$ cat src/rtl/link_align_ctrl.sv
`default_nettype none
// ============================================================================
// Module   : link_align_ctrl
// Purpose  : 8b/10b word-alignment controller. Hunts for a comma in the
//            deserialized 10b stream, slips the deserializer word boundary
//            one bit at a time until commas appear, verifies alignment over
//            several clean commas, then holds lock while tracking decode
//            errors and forcing a relock when they become too frequent.
// Ports    : byteclk      in   1   sole clock, rising edge
//            rst          in   1   synchronous active-high reset
//            word_valid   in   1   qualifies tenb_in / code_err / disp_err
//            tenb_in      in  10   current 10b word
//            code_err     in   1   decoder code error for tenb_in
//            disp_err     in   1   decoder disparity error for tenb_in
//            bitslip      out  1   one-cycle boundary shift request
//            slip_count   out  4   slips since last lock attempt (9 -> 0)
//            disp_load    out  1   one-cycle running-disparity load strobe
//            disp_value   out  1   disparity to load (1 = COMMA_P)
//            linkOk       out  1   aligned and locked
//            resync       out  1   one-cycle pulse on loss of lock
//            state        out  3   FSM state code (debug)
//            err_total    out 16   (LINK_ALIGN_ERRCNT_EN) saturating count of
//                                  errored words seen while locked
//            err_clr      in   1   (LINK_ALIGN_ERRCNT_EN) clear, beats increment
// Options  : define LINK_ALIGN_ERRCNT_EN to add the err_total/err_clr counter.
// Revision : 1.0 - initial release
// ============================================================================
module link_align_ctrl #(
  parameter int MISS_LIMIT = 16,
  parameter int SLIP_WAIT  = 8,
  parameter int COMMA_LOCK = 4,
  parameter int ERR_LIMIT  = 4,
  parameter int GOOD_RUN   = 64
) (
  input  logic       byteclk,
  input  logic       rst,
  input  logic       word_valid,
  input  logic [9:0] tenb_in,
  input  logic       code_err,
  input  logic       disp_err,
  output logic       bitslip,
  output logic [3:0] slip_count,
  output logic       disp_load,
  output logic       disp_value,
  output logic       linkOk,
  output logic       resync,
  output logic [2:0] state
`ifdef LINK_ALIGN_ERRCNT_EN
  ,
  input  logic        err_clr,
  output logic [15:0] err_total
`endif
);

  localparam logic [9:0] c_COMMA_P = 10'b1001111100;
  localparam logic [9:0] c_COMMA_N = 10'b0110000011;

  localparam int c_MISS_W  = $clog2(MISS_LIMIT + 1);
  localparam int c_WAIT_W  = $clog2(SLIP_WAIT + 1);
  localparam int c_COMMA_W = $clog2(COMMA_LOCK + 1);
  localparam int c_ERR_W   = $clog2(ERR_LIMIT + 1);
  localparam int c_GOOD_W  = $clog2(GOOD_RUN + 1);

  localparam logic [c_MISS_W-1:0]  c_MISS_LIM  = c_MISS_W'(MISS_LIMIT);
  localparam logic [c_WAIT_W-1:0]  c_WAIT_LAST = c_WAIT_W'(SLIP_WAIT - 1);
  localparam logic [c_COMMA_W-1:0] c_COMMA_LIM = c_COMMA_W'(COMMA_LOCK);
  localparam logic [c_ERR_W-1:0]   c_ERR_LIM   = c_ERR_W'(ERR_LIMIT);
  localparam logic [c_GOOD_W-1:0]  c_GOOD_LIM  = c_GOOD_W'(GOOD_RUN);

  typedef enum logic [2:0] {
    HUNT   = 3'd0,
    SLIP   = 3'd1,
    VERIFY = 3'd2,
    LOCKED = 3'd3
  } state_t;

  state_t               r_state,      w_state_nxt;
  logic [c_MISS_W-1:0]  r_miss,       w_miss_nxt;
  logic [c_WAIT_W-1:0]  r_wait,       w_wait_nxt;
  logic [c_COMMA_W-1:0] r_comma,      w_comma_nxt;
  logic [c_ERR_W-1:0]   r_err,        w_err_nxt;
  logic [c_GOOD_W-1:0]  r_good,       w_good_nxt;
  logic [3:0]           r_slips,      w_slips_nxt;
  logic                 r_bitslip,    w_bitslip_nxt;
  logic                 r_disp_load,  w_disp_load_nxt;
  logic                 r_disp_value, w_disp_value_nxt;
  logic                 r_link_ok,    w_link_ok_nxt;
  logic                 r_resync,     w_resync_nxt;
  logic                 w_slip_req;

  logic w_is_comma_p;
  logic w_is_comma;
  logic w_bad;

  // Saturating increments; the FSM clears each counter on reaching its
  // limit, so saturation only guards against out-of-range parameters.
  logic [c_MISS_W-1:0]  w_miss_inc;
  logic [c_COMMA_W-1:0] w_comma_inc;
  logic [c_ERR_W-1:0]   w_err_inc;
  logic [c_GOOD_W-1:0]  w_good_inc;

  assign w_is_comma_p = (tenb_in == c_COMMA_P);
  assign w_is_comma   = w_is_comma_p || (tenb_in == c_COMMA_N);
  assign w_bad        = code_err || disp_err;

  assign w_miss_inc  = (&r_miss)  ? r_miss  : r_miss  + 1'b1;
  assign w_comma_inc = (&r_comma) ? r_comma : r_comma + 1'b1;
  assign w_err_inc   = (&r_err)   ? r_err   : r_err   + 1'b1;
  assign w_good_inc  = (&r_good)  ? r_good  : r_good  + 1'b1;

  always_comb begin
    w_state_nxt      = r_state;
    w_miss_nxt       = r_miss;
    w_wait_nxt       = r_wait;
    w_comma_nxt      = r_comma;
    w_err_nxt        = r_err;
    w_good_nxt       = r_good;
    w_slips_nxt      = r_slips;
    w_disp_value_nxt = r_disp_value;
    w_link_ok_nxt    = r_link_ok;
    w_bitslip_nxt    = 1'b0;
    w_disp_load_nxt  = 1'b0;
    w_resync_nxt     = 1'b0;
    w_slip_req       = 1'b0;

    case (r_state)
      HUNT: begin
        if (word_valid) begin
          if (w_is_comma) begin
            w_state_nxt      = VERIFY;
            w_comma_nxt      = c_COMMA_W'(1);
            w_miss_nxt       = '0;
            w_disp_load_nxt  = 1'b1;
            w_disp_value_nxt = w_is_comma_p;
          end else if (w_miss_inc == c_MISS_LIM) begin
            w_slip_req = 1'b1;
          end else begin
            w_miss_nxt = w_miss_inc;
          end
        end
      end

      // word_valid is deliberately ignored while the deserializer settles.
      SLIP: begin
        if (r_wait == c_WAIT_LAST) begin
          w_state_nxt = HUNT;
          w_wait_nxt  = '0;
        end else begin
          w_wait_nxt = r_wait + 1'b1;
        end
      end

      VERIFY: begin
        if (word_valid) begin
          // Errors take precedence over comma detection so a corrupted comma
          // never loads disparity in the same cycle as a slip.
          if (w_bad) begin
            w_slip_req = 1'b1;
          end else if (w_is_comma) begin
            w_disp_load_nxt  = 1'b1;
            w_disp_value_nxt = w_is_comma_p;
            w_miss_nxt       = '0;
            if (w_comma_inc == c_COMMA_LIM) begin
              w_state_nxt   = LOCKED;
              w_link_ok_nxt = 1'b1;
              w_slips_nxt   = 4'd0;
              w_comma_nxt   = '0;
            end else begin
              w_comma_nxt = w_comma_inc;
            end
          end else if (w_miss_inc == c_MISS_LIM) begin
            w_slip_req = 1'b1;
          end else begin
            w_miss_nxt = w_miss_inc;
          end
        end
      end

      LOCKED: begin
        if (word_valid) begin
          if (w_bad) begin
            w_good_nxt = '0;
            if (w_err_inc == c_ERR_LIM) begin
              w_state_nxt   = HUNT;
              w_resync_nxt  = 1'b1;
              w_link_ok_nxt = 1'b0;
              w_err_nxt     = '0;
              w_miss_nxt    = '0;
              w_comma_nxt   = '0;
            end else begin
              w_err_nxt = w_err_inc;
            end
          end else if (w_good_inc == c_GOOD_LIM) begin
            w_good_nxt = '0;
            w_err_nxt  = '0;
          end else begin
            w_good_nxt = w_good_inc;
          end
        end
      end

      default: begin
        w_state_nxt = HUNT;
      end
    endcase

    // Common bitslip action shared by HUNT and VERIFY.
    if (w_slip_req) begin
      w_bitslip_nxt = 1'b1;
      w_slips_nxt   = (r_slips == 4'd9) ? 4'd0 : r_slips + 4'd1;
      w_miss_nxt    = '0;
      w_comma_nxt   = '0;
      w_wait_nxt    = '0;
      w_state_nxt   = SLIP;
    end
  end

  always_ff @(posedge byteclk) begin
    if (rst) begin
      r_state      <= HUNT;
      r_miss       <= '0;
      r_wait       <= '0;
      r_comma      <= '0;
      r_err        <= '0;
      r_good       <= '0;
      r_slips      <= 4'd0;
      r_bitslip    <= 1'b0;
      r_disp_load  <= 1'b0;
      r_disp_value <= 1'b0;
      r_link_ok    <= 1'b0;
      r_resync     <= 1'b0;
    end else begin
      r_state      <= w_state_nxt;
      r_miss       <= w_miss_nxt;
      r_wait       <= w_wait_nxt;
      r_comma      <= w_comma_nxt;
      r_err        <= w_err_nxt;
      r_good       <= w_good_nxt;
      r_slips      <= w_slips_nxt;
      r_bitslip    <= w_bitslip_nxt;
      r_disp_load  <= w_disp_load_nxt;
      r_disp_value <= w_disp_value_nxt;
      r_link_ok    <= w_link_ok_nxt;
      r_resync     <= w_resync_nxt;
    end
  end

  assign bitslip    = r_bitslip;
  assign slip_count = r_slips;
  assign disp_load  = r_disp_load;
  assign disp_value = r_disp_value;
  assign linkOk     = r_link_ok;
  assign resync     = r_resync;
  assign state      = r_state;

`ifdef LINK_ALIGN_ERRCNT_EN
  logic [15:0] r_err_total;

  always_ff @(posedge byteclk) begin
    if (rst || err_clr) begin
      r_err_total <= 16'd0;
    end else if ((r_state == LOCKED) && word_valid && w_bad && !(&r_err_total)) begin
      r_err_total <= r_err_total + 16'd1;
    end
  end

  assign err_total = r_err_total;
`endif

endmodule
`default_nettype wire

$ cat config.mk
export PLATFORM = sky130hd
export DESIGN_NAME = link_align_ctrl
export DESIGN_NICKNAME = d
export VERILOG_FILES = /design/src/rtl/link_align_ctrl.sv
export SDC_FILE = /design/constraint.sdc
export NUM_CORES = 1
export LEC_CHECK = 0
export BUFFER_PORTS_ARGS = -buffer_cell sky130_fd_sc_hd__buf_4
export CAP_MARGIN = 20
export CORE_AREA = 5 5 75 77
export CTS_CLUSTER_SIZE = 14
export DETAILED_ROUTE_END_ITERATION = 10
export DIE_AREA = 0 0 80 82
export PLACE_DENSITY = 0.66
export SLEW_MARGIN = 20
export SYNTH_ARGS = -nofsm -noshare
export SYNTH_HDL_FRONTEND = slang
export SYNTH_SLANG_ARGS = --single-unit
$ cat constraint.sdc
create_clock -name byteclk -period 2.6 [get_ports byteclk]
set_input_delay 0.39 -clock byteclk [delete_from_list [all_inputs] [get_ports byteclk]]
set_output_delay 0.39 -clock byteclk [all_outputs]
set_load 0.01 [all_outputs]
# After elaboration in Yosys (flattened, before gate mapping)

Index checks and enable logic that the tools add are counted.

Logic and storage cells: 151
Flip-flop bits (word level): 34
Output and inout port bits: 12

Bitwise gates (word level): 3
Add/subtract/negate cells: 6
Equal/unequal tests: 32
Multiplexer cells: 71
Reduce and logical (&&, ||, !) cells: 26

Operators by type and width:

| operator               | number |
|---|---|
| $mux W3                | 21 |
| $mux W5                | 9 |
| $mux W4                | 8 |
| $ne A3 B3 Y1 const B   | 10 |
| $mux W1                | 23 |
| $ne A2 B2 Y1 const B   | 11 |
| $mux W7                | 3 |
| $reduce_and A10 Y1     | 2 |
| $pmux W5 S3            | 1 |
| $reduce_and A7 Y1      | 2 |
| $reduce_bool A2 Y1     | 7 |
| $pmux W3 S4            | 1 |
| $eq A10 B10 Y1 const B | 1 |
| $eq A10 B9 Y1 const B  | 1 |
| $reduce_and A5 Y1      | 2 |
| $pmux W3 S3            | 1 |
| $reduce_and A3 Y1      | 3 |
| $reduce_and A9 Y1      | 1 |
| $add A4 B1 Y4 const B  | 2 |
| $pmux W1 S2            | 4 |
| $reduce_and A8 Y1      | 1 |
| $add A7 B1 Y7 const B  | 1 |
| $eq A7 B7 Y1 const B   | 1 |
| $add A3 B1 Y3 const B  | 2 |
| 15 further kinds       | 20 |

# Logic depth before layout (Yosys ltp)

Gate-level depths: netlist (run 1).

Depth in word-level cells: 10
Mapped depth: 8
Gate-level depth less buffers: 7

# Least setup slack after synthesis (run 1)

Ideal clock, no wire load.

Path type: reg2reg
From: register r_err[0]
To: register r_miss[1]
Path slack: 0.619 ns
Arrival time: 1.866 ns
Stages on the path, launching flop included: 9
Cell sequence: dfxtp_1 -> ha_1 -> and4bb_4 -> o311ai_4 -> nand4_1 -> o21a_1 -> buf_6 -> and3_1 -> o21ba_1

Cells in the longest elaborated chain, start to end: 5

RTL lines:

| item                                               | RTL line | text |
|---|---|---|
| start, declared                                    | 81       | `logic [c_ERR_W-1:0] r_err, w_err_nxt;` |
| start signal, assigned                             | 237      | `r_err <= w_err_nxt;` |
| $add A3 B1 Y3 or $reduce_and A3 Y1 (tied branches) | 108      | `assign w_err_inc = (&r_err) ? r_err : r_err + 1'b1;` |
| $mux W3 *                                          | 108      |  |
| $eq A3 B3 Y1 *                                     | 183      | `if (w_err_inc == c_ERR_LIM) begin` |
| $ne A2 B2 Y1 (no line) *                           | n/a      |  |
| $reduce_and A7 Y1 (no line) *                      | n/a      |  |
| end signal, assigned                               | 234      | `r_miss <= w_miss_nxt;` |
| end, declared                                      | 78       | `logic [c_MISS_W-1:0] r_miss, w_miss_nxt;` |

Mark *: on every way between the ends. The rest lies on a longest branch, timed or not.
A chain may end at the register's enable or synchronous reset.

# Worst setup path after layout (run 1)

Ends and elaborated chain as after synthesis.

==> results of run 1 <==
-- worst max-delay path by stage --
stage          startpoint       endpoint  slack [ps]
6_report         r_err[0]      r_miss[1]         460
5_1_grt          r_err[0]     r_comma[2]         330
4_1_cts          r_err[0]      r_miss[1]         450
3_5_place_dp   tenb_in[0]  slip_count[0]         430
3_3_place_gp   tenb_in[0]  slip_count[0]         450
2_1_floorplan    r_err[0]      r_miss[1]         620
-- metal layers --
metal	part of all wire, %	vias to the layer above	global-route usage [%]	wire (um)
met5	0	-	0	0
met2	49	39	25.7	2280
met1	46	886	18.8	2130
li1	-	987	-	-
met3	4.1	4	3.29	191
met4	0.99	0	5.57	46
-- cell usage in the layout, fill, tap and decap left out, drive strengths merged, types with 3 or more instances in the layout --
master / synthesis / layout
nand2b: 3 / 3
nor4bb: 3 / 3
and2: 3 / 3
nor3b: 3 / 3
clkbuf: 5 / 6
nor2b: 5 / 5
nand2: 25 / 25
o21ai: 13 / 13
a31oi: 6 / 6
ha: 7 / 7
nor3: 7 / 7
or3: 5 / 5
a21bo: 4 / 4
mux2i: 4 / 4
a21boi: 3 / 3
dfxtp: 33 / 33
inv: 5 / 5
and4bb: 3 / 3
a21o: 3 / 3
o31ai: 3 / 3
nand4: 8 / 8
a211oi: 4 / 4
nor2: 20 / 20
and3: 4 / 4
buf: 5 / 30
nand3: 9 / 9
a21oi: 22 / 22
nand3b: 6 / 6
-- worst register-to-register path, cell delays in order (launching register included) --
cell,delay (ps)
dfxtp_1,430
ha_1,300
and4bb_1,290
o311ai_4,240
nand4_1,120
o21a_1,300
and3_1,190
o21ba_1,170
-- cells by family after synthesis --
kind of cell	after synthesis	synth area share, %
multiplexers	6	3.00
adder cells (fa/ha/maj)	7	4.20
buffers and inverters	15	3.54
AO/OA/AOI/OAI	72	25.1
AND/OR/NAND/NOR	114	31.4
flip-flops	33	31.7
other	1	0.180
XOR/XNOR	2	0.840
-- flip-flops by register name, summed over array words and instances, names as in the netlist --
signal      count
r_good          7
resync          1
disp_value      1
r_comma         3
r_err           3
r_miss          5
slip_count      4
bitslip         1
disp_load       1
linkOk          1
state           2
r_wait          4
-- power by group --
group	internal, mW	switching, mW
registers	0.510	0.00778
clock network	0.185	0.183
logic	0.0433	0.0465
-- metrics by stage --
stage	cell area [um^2]	utilization, %	hold slack, ps	total power [mW]
after floorplan	2090	-	455	0.586
after global placement	2340	47.4	451	0.618
after detailed placement	2340	47.4	461	0.619
after CTS	2430	49.1	381	0.992
after global routing	2430	49.1	388	1.02
final	2430	49.1	391	0.976
-- area by class of cell --
| class | instances | area share [%] |
|---|---|---|
| Multi-Input combinational cell | 202 | 55.7 |
| Sequential cell | 33 | 27.2 |
| Timing Repair Buffer | 30 | 9.28 |
| Tap cell | 70 | 3.61 |
| Clock buffer | 6 | 2.99 |
| Inverter | 5 | 0.774 |
| Clock inverter | 2 | 0.413 |
==> flow_summary.toml, run 1 <==
[logic_synthesis]
synth-seq-cells = 33
synth_top_area_cell = "dfxtp_1"
synth_flop_cell = "dfxtp_1"
synth_fp_nets = 272
ys_seq_area_share_pct = 31.7
synth_cell_types = 66
synth_common_cells = "dfxtp_1 (33), nand2_1 (24), a21oi_1 (20)"
synthCells = 250
synth_area_leaders = "dfxtp_1 (32%), a21oi_1 (4.8%), nand2_1 (4.3%), ha_1 (4.2%), nor2_1 (3.4%)"
ys_async_sr_fraction_pct = 0
synth_area_mm2 = 0.00209
yosysMostFrequentCell = "dfxtp_1"
synth_warnings = 0
synth_area_per_cell_um2 = 8.34
synth-edff-count = 0
yosysTopAreaCellShare_pct = 31.7

[die]
ios = 27
initial_core_util_pct = 42.2
core_area_mm2 = 0.00494
row_count = 26
dieArea_mm2 = 0.00656
die_h_um = 82
die_w_um = 80

[route]
drt_iter0_drc = 118
num_vias = 1916
ant_nets = 0
detail_route.wl_per_cell_um = 13.4
route.detailed.drc = 0
via_per_inst = 5.51
routed_wl_um = 4650
drtPass1Iterations = 4

[placed_design]
pre_cts_slack_ps = 430
globalplace.congestion = 0.845
dpl.cell_count = 340
dp.final_hpwl_um = 3420
io_buffers = 25

[grt]
grt_pass1_wl_um = 7870
grt_util_all_layers_pct = 15.1
grt_pass1_vias = 1761
grt_max_degree = 16
grt-ovfl-total = 0
grt_antenna_before_repair = 0

[setup_path]
max_stage_delay_ps = 430
r2r-end = "r_miss[1]"
start_kind = "register"
rrSetupSlack_ps = 460
path_class = "register to register"
cp.buffers_inverters = 0
crit_slowest_cell = "dfxtp_1"
cp_cell_sequence = "ha_1 -> and4bb_1 -> o311ai_4 -> nand4_1 -> o21a_1 -> and3_1 -> o21ba_1"
cp-end-kind = "register"
worstPathArrival_ps = 2320
cpLargestDelayFamily = "compound AO/OA/AOI/OAI gates"
worstSetupPathDepth = 7
worstRegToRegCells = 7
r2r_start = "r_err[0]"
cp_max_fo = 8
cp.required_ps = 2780

[min_path]
min_path_type = "input pin to register"
hold_start = "rst"
holdPathStages = 2
min_to = "linkOk"

[clock_network]
cts_root_buffer = "clkbuf_8"
cts_buffers = 5
cts_buffer_depth = 2
cts_resized = 0
clk_pin_slew_worst_paths_ps = 70
clock_sinks = 33
cts-hold-fix-buffers = 0
post_cts_buffers = 0
cts_tree = "done"
clk_latency_ps = 280
cts_max_level = 2

[sta]
rsz0062_at_grt = "no"
fin_setup_tns_ps = 0
setup_viol = 0
fin_skew_ps = 7.58
fin_crit_ps = 2140
fmax_mhz = 468
finalCritPeriodShare_pct = 82.2
hold_viol = 0
worst_slack_ps = 463
slew_headroom_pct = 66.3
slew_violations = 0
worst_pin_slew_ps = 504

[pwr]
power_leakage_nw = 0.928
p_per_area_mw_per_mm2 = 402
ir_drop_uv = 257

[layout]
drive_gt1_share_pct = 19.1
fillers = 523
multi_input_area_mm2 = 0.00135
final_nets = 299
instances_no_fill = 348
area_delta_synth_final_pct = 16.3
antenna_cells = 0
seq_area_um2 = 661

[job]
cap_violations = 0

[run_status]
status = "finished, final reports clean"
No activity file was read; power rests on OpenSTA's default activity.
==> run 2, diff against run 1 <==
==> constraint.sdc (replaced) <==
create_clock -name byteclk -period 2.2 [get_ports byteclk]
set_input_delay 0.33 -clock byteclk [delete_from_list [all_inputs] [get_ports byteclk]]
set_output_delay 0.33 -clock byteclk [all_outputs]
set_load 0.01 [all_outputs]
==> flow_summary.toml, run 2 (synthesis gave the netlist of run 1 again) <==
[clock_network]
cts_buffer_depth = 2
cts_root_buffer = "clkbuf_8"
clock_sinks = 33
clk_pin_slew_worst_paths_ps = 70
cts_tree = "done"
clk_latency_ps = 290
post_cts_buffers = 0
cts_max_level = 2
cts_buffers = 5

[setup_path]
path_class = "register to register"
cp-end-kind = "register"
worstRegToRegCells = 7
cp_max_fo = 7
worstPathArrival_ps = 2310
r2r-end = "r_comma[2]"
start_kind = "register"
r2r_start = "r_err[0]"
cp.required_ps = 2410
rrSetupSlack_ps = 90

[sta]
fin_skew_ps = 4.99
rsz0062_at_grt = "no"
hold_viol = 0
fin_crit_ps = 2110
fin_setup_tns_ps = 0
whs_ps = 322
slew_violations = 0
finalCritPeriodShare_pct = 95.7
fmax_mhz = 475
setup_viol = 0

[min_path]
holdPathStages = 2
hold_start = "rst"
min_path_type = "input pin to register"
min_to = "r_good[0]"

[die]
initial_core_util_pct = 42.2
die_w_um = 80
die_h_um = 82
row_count = 26
ios = 27
dieArea_mm2 = 0.00656
core_area_mm2 = 0.00494

[grt]
grt_antenna_before_repair = 0
grt_pass1_wl_um = 8250
grt_pass1_vias = 1835
grt_max_degree = 16
grt-ovfl-total = 0
grt_util_all_layers_pct = 16.0

[layout]
antenna_cells = 0
final_nets = 305
top_regs = "r_good (7), r_miss (5)"
mostFrequentLayoutCell = "buf_4"
top_register = "r_good"
drive_gt1_share_pct = 22.3
fillers = 507
final_cell_mix = "buf_4 (36), dfxtp_1 (32), nand2_1 (24)"
largest_reg_flops = 7
final_util_pct = 50.5
area_delta_synth_final_pct = 19.7

[placed_design]
dp.final_hpwl_um = 3590
globalplace.congestion = 0.894
io_buffers = 25

[route]
ant_nets = 0
drt_iter0_drc = 79
routed_wl_um = 4860
num_vias = 2004
route.detailed.drc = 0
drtPass1Iterations = 5
via_per_inst = 5.68
detail_route.wl_per_cell_um = 13.8

[pwr]
ir_drop_uv = 198
power_leakage_nw = 0.953
p_per_area_mw_per_mm2 = 476

[run_status]
status = "finished, final reports clean"

[job]
cap_violations = 0
## run 2: changes by cell type in the layout (fill, tap and decap cells not counted), sizes merged
cell and delta:
clkbuf +1, clkinv -2, buf +6
## run 2: area by class of cell
| class | count | area (um^2) | share of cell area, % |
|---|---|---|---|
| well taps | 70 | 87.6 | 3.51 |
| multi-input cells | 202 | 1370 | 55.0 |
| repair buffers | 36 | 270 | 10.8 |
| clock buffers | 7 | 86.3 | 3.46 |
| flip-flops and latches | 33 | 662 | 26.5 |
| inverters | 5 | 18.8 | 0.752 |
## run 2: worst max-delay path by stage
stage                  to  depth (start not counted)       from
2_1_floorplan   r_miss[1]                          8   r_err[0]
3_3_place_gp    r_miss[1]                          7   r_err[0]
3_5_place_dp    r_miss[1]                          7   r_err[0]
4_1_cts         r_miss[1]                          7   r_err[0]
5_1_grt          r_err[1]                          7  r_good[1]
6_report       r_comma[2]                          7   r_err[0]
## run 2: report_power, final
| group | switching, mW | total (mW) | internal, mW | leakage [nW] |
|---|---|---|---|---|
| clock network | 0.217 | 0.466 | 0.248 | 0.0443 |
| registers | 0.00575 | 0.609 | 0.603 | 0.267 |
| logic | 0.0604 | 0.114 | 0.0531 | 0.642 |
| total | 0.284 | 1.19 | 0.905 | 0.953 |
## run 2: stage by stage
step                cells  setup slack (ps)  power, mW  instance area (um^2)
floorplan             250               219      0.692                  2090
global placement      346               156      0.732                  2390
detailed placement    346              85.2      0.734                  2390
CTS                   353              82.1       1.20                  2470
global route          353              8.09       1.25                  2500
finish                353              94.8       1.19                  2500
## run 2: timing repair
| item | 4_1_cts | 5_1_grt |
|---|---|---|
| resized for setup | 0 | 6 |
| endpoints found under the setup margin | 0 | 7 |
| hold buffers | 0 | 0 |
## run 2: metal layers
metal	share of wire, %	global-route usage [%]
met3	3.1	3.62
met1	46	20.2
met5	0	0
met2	48	25.2
met4	2.6	8.45
## run 2: critical path: stages, from the launching register on
cell	delay [ps]
dfxtp_1	430
ha_1	300
and4bb_4	370
nor3_2	60
or3_4	390
a21bo_4	220
a21oi_2	60
a211oi_1	190
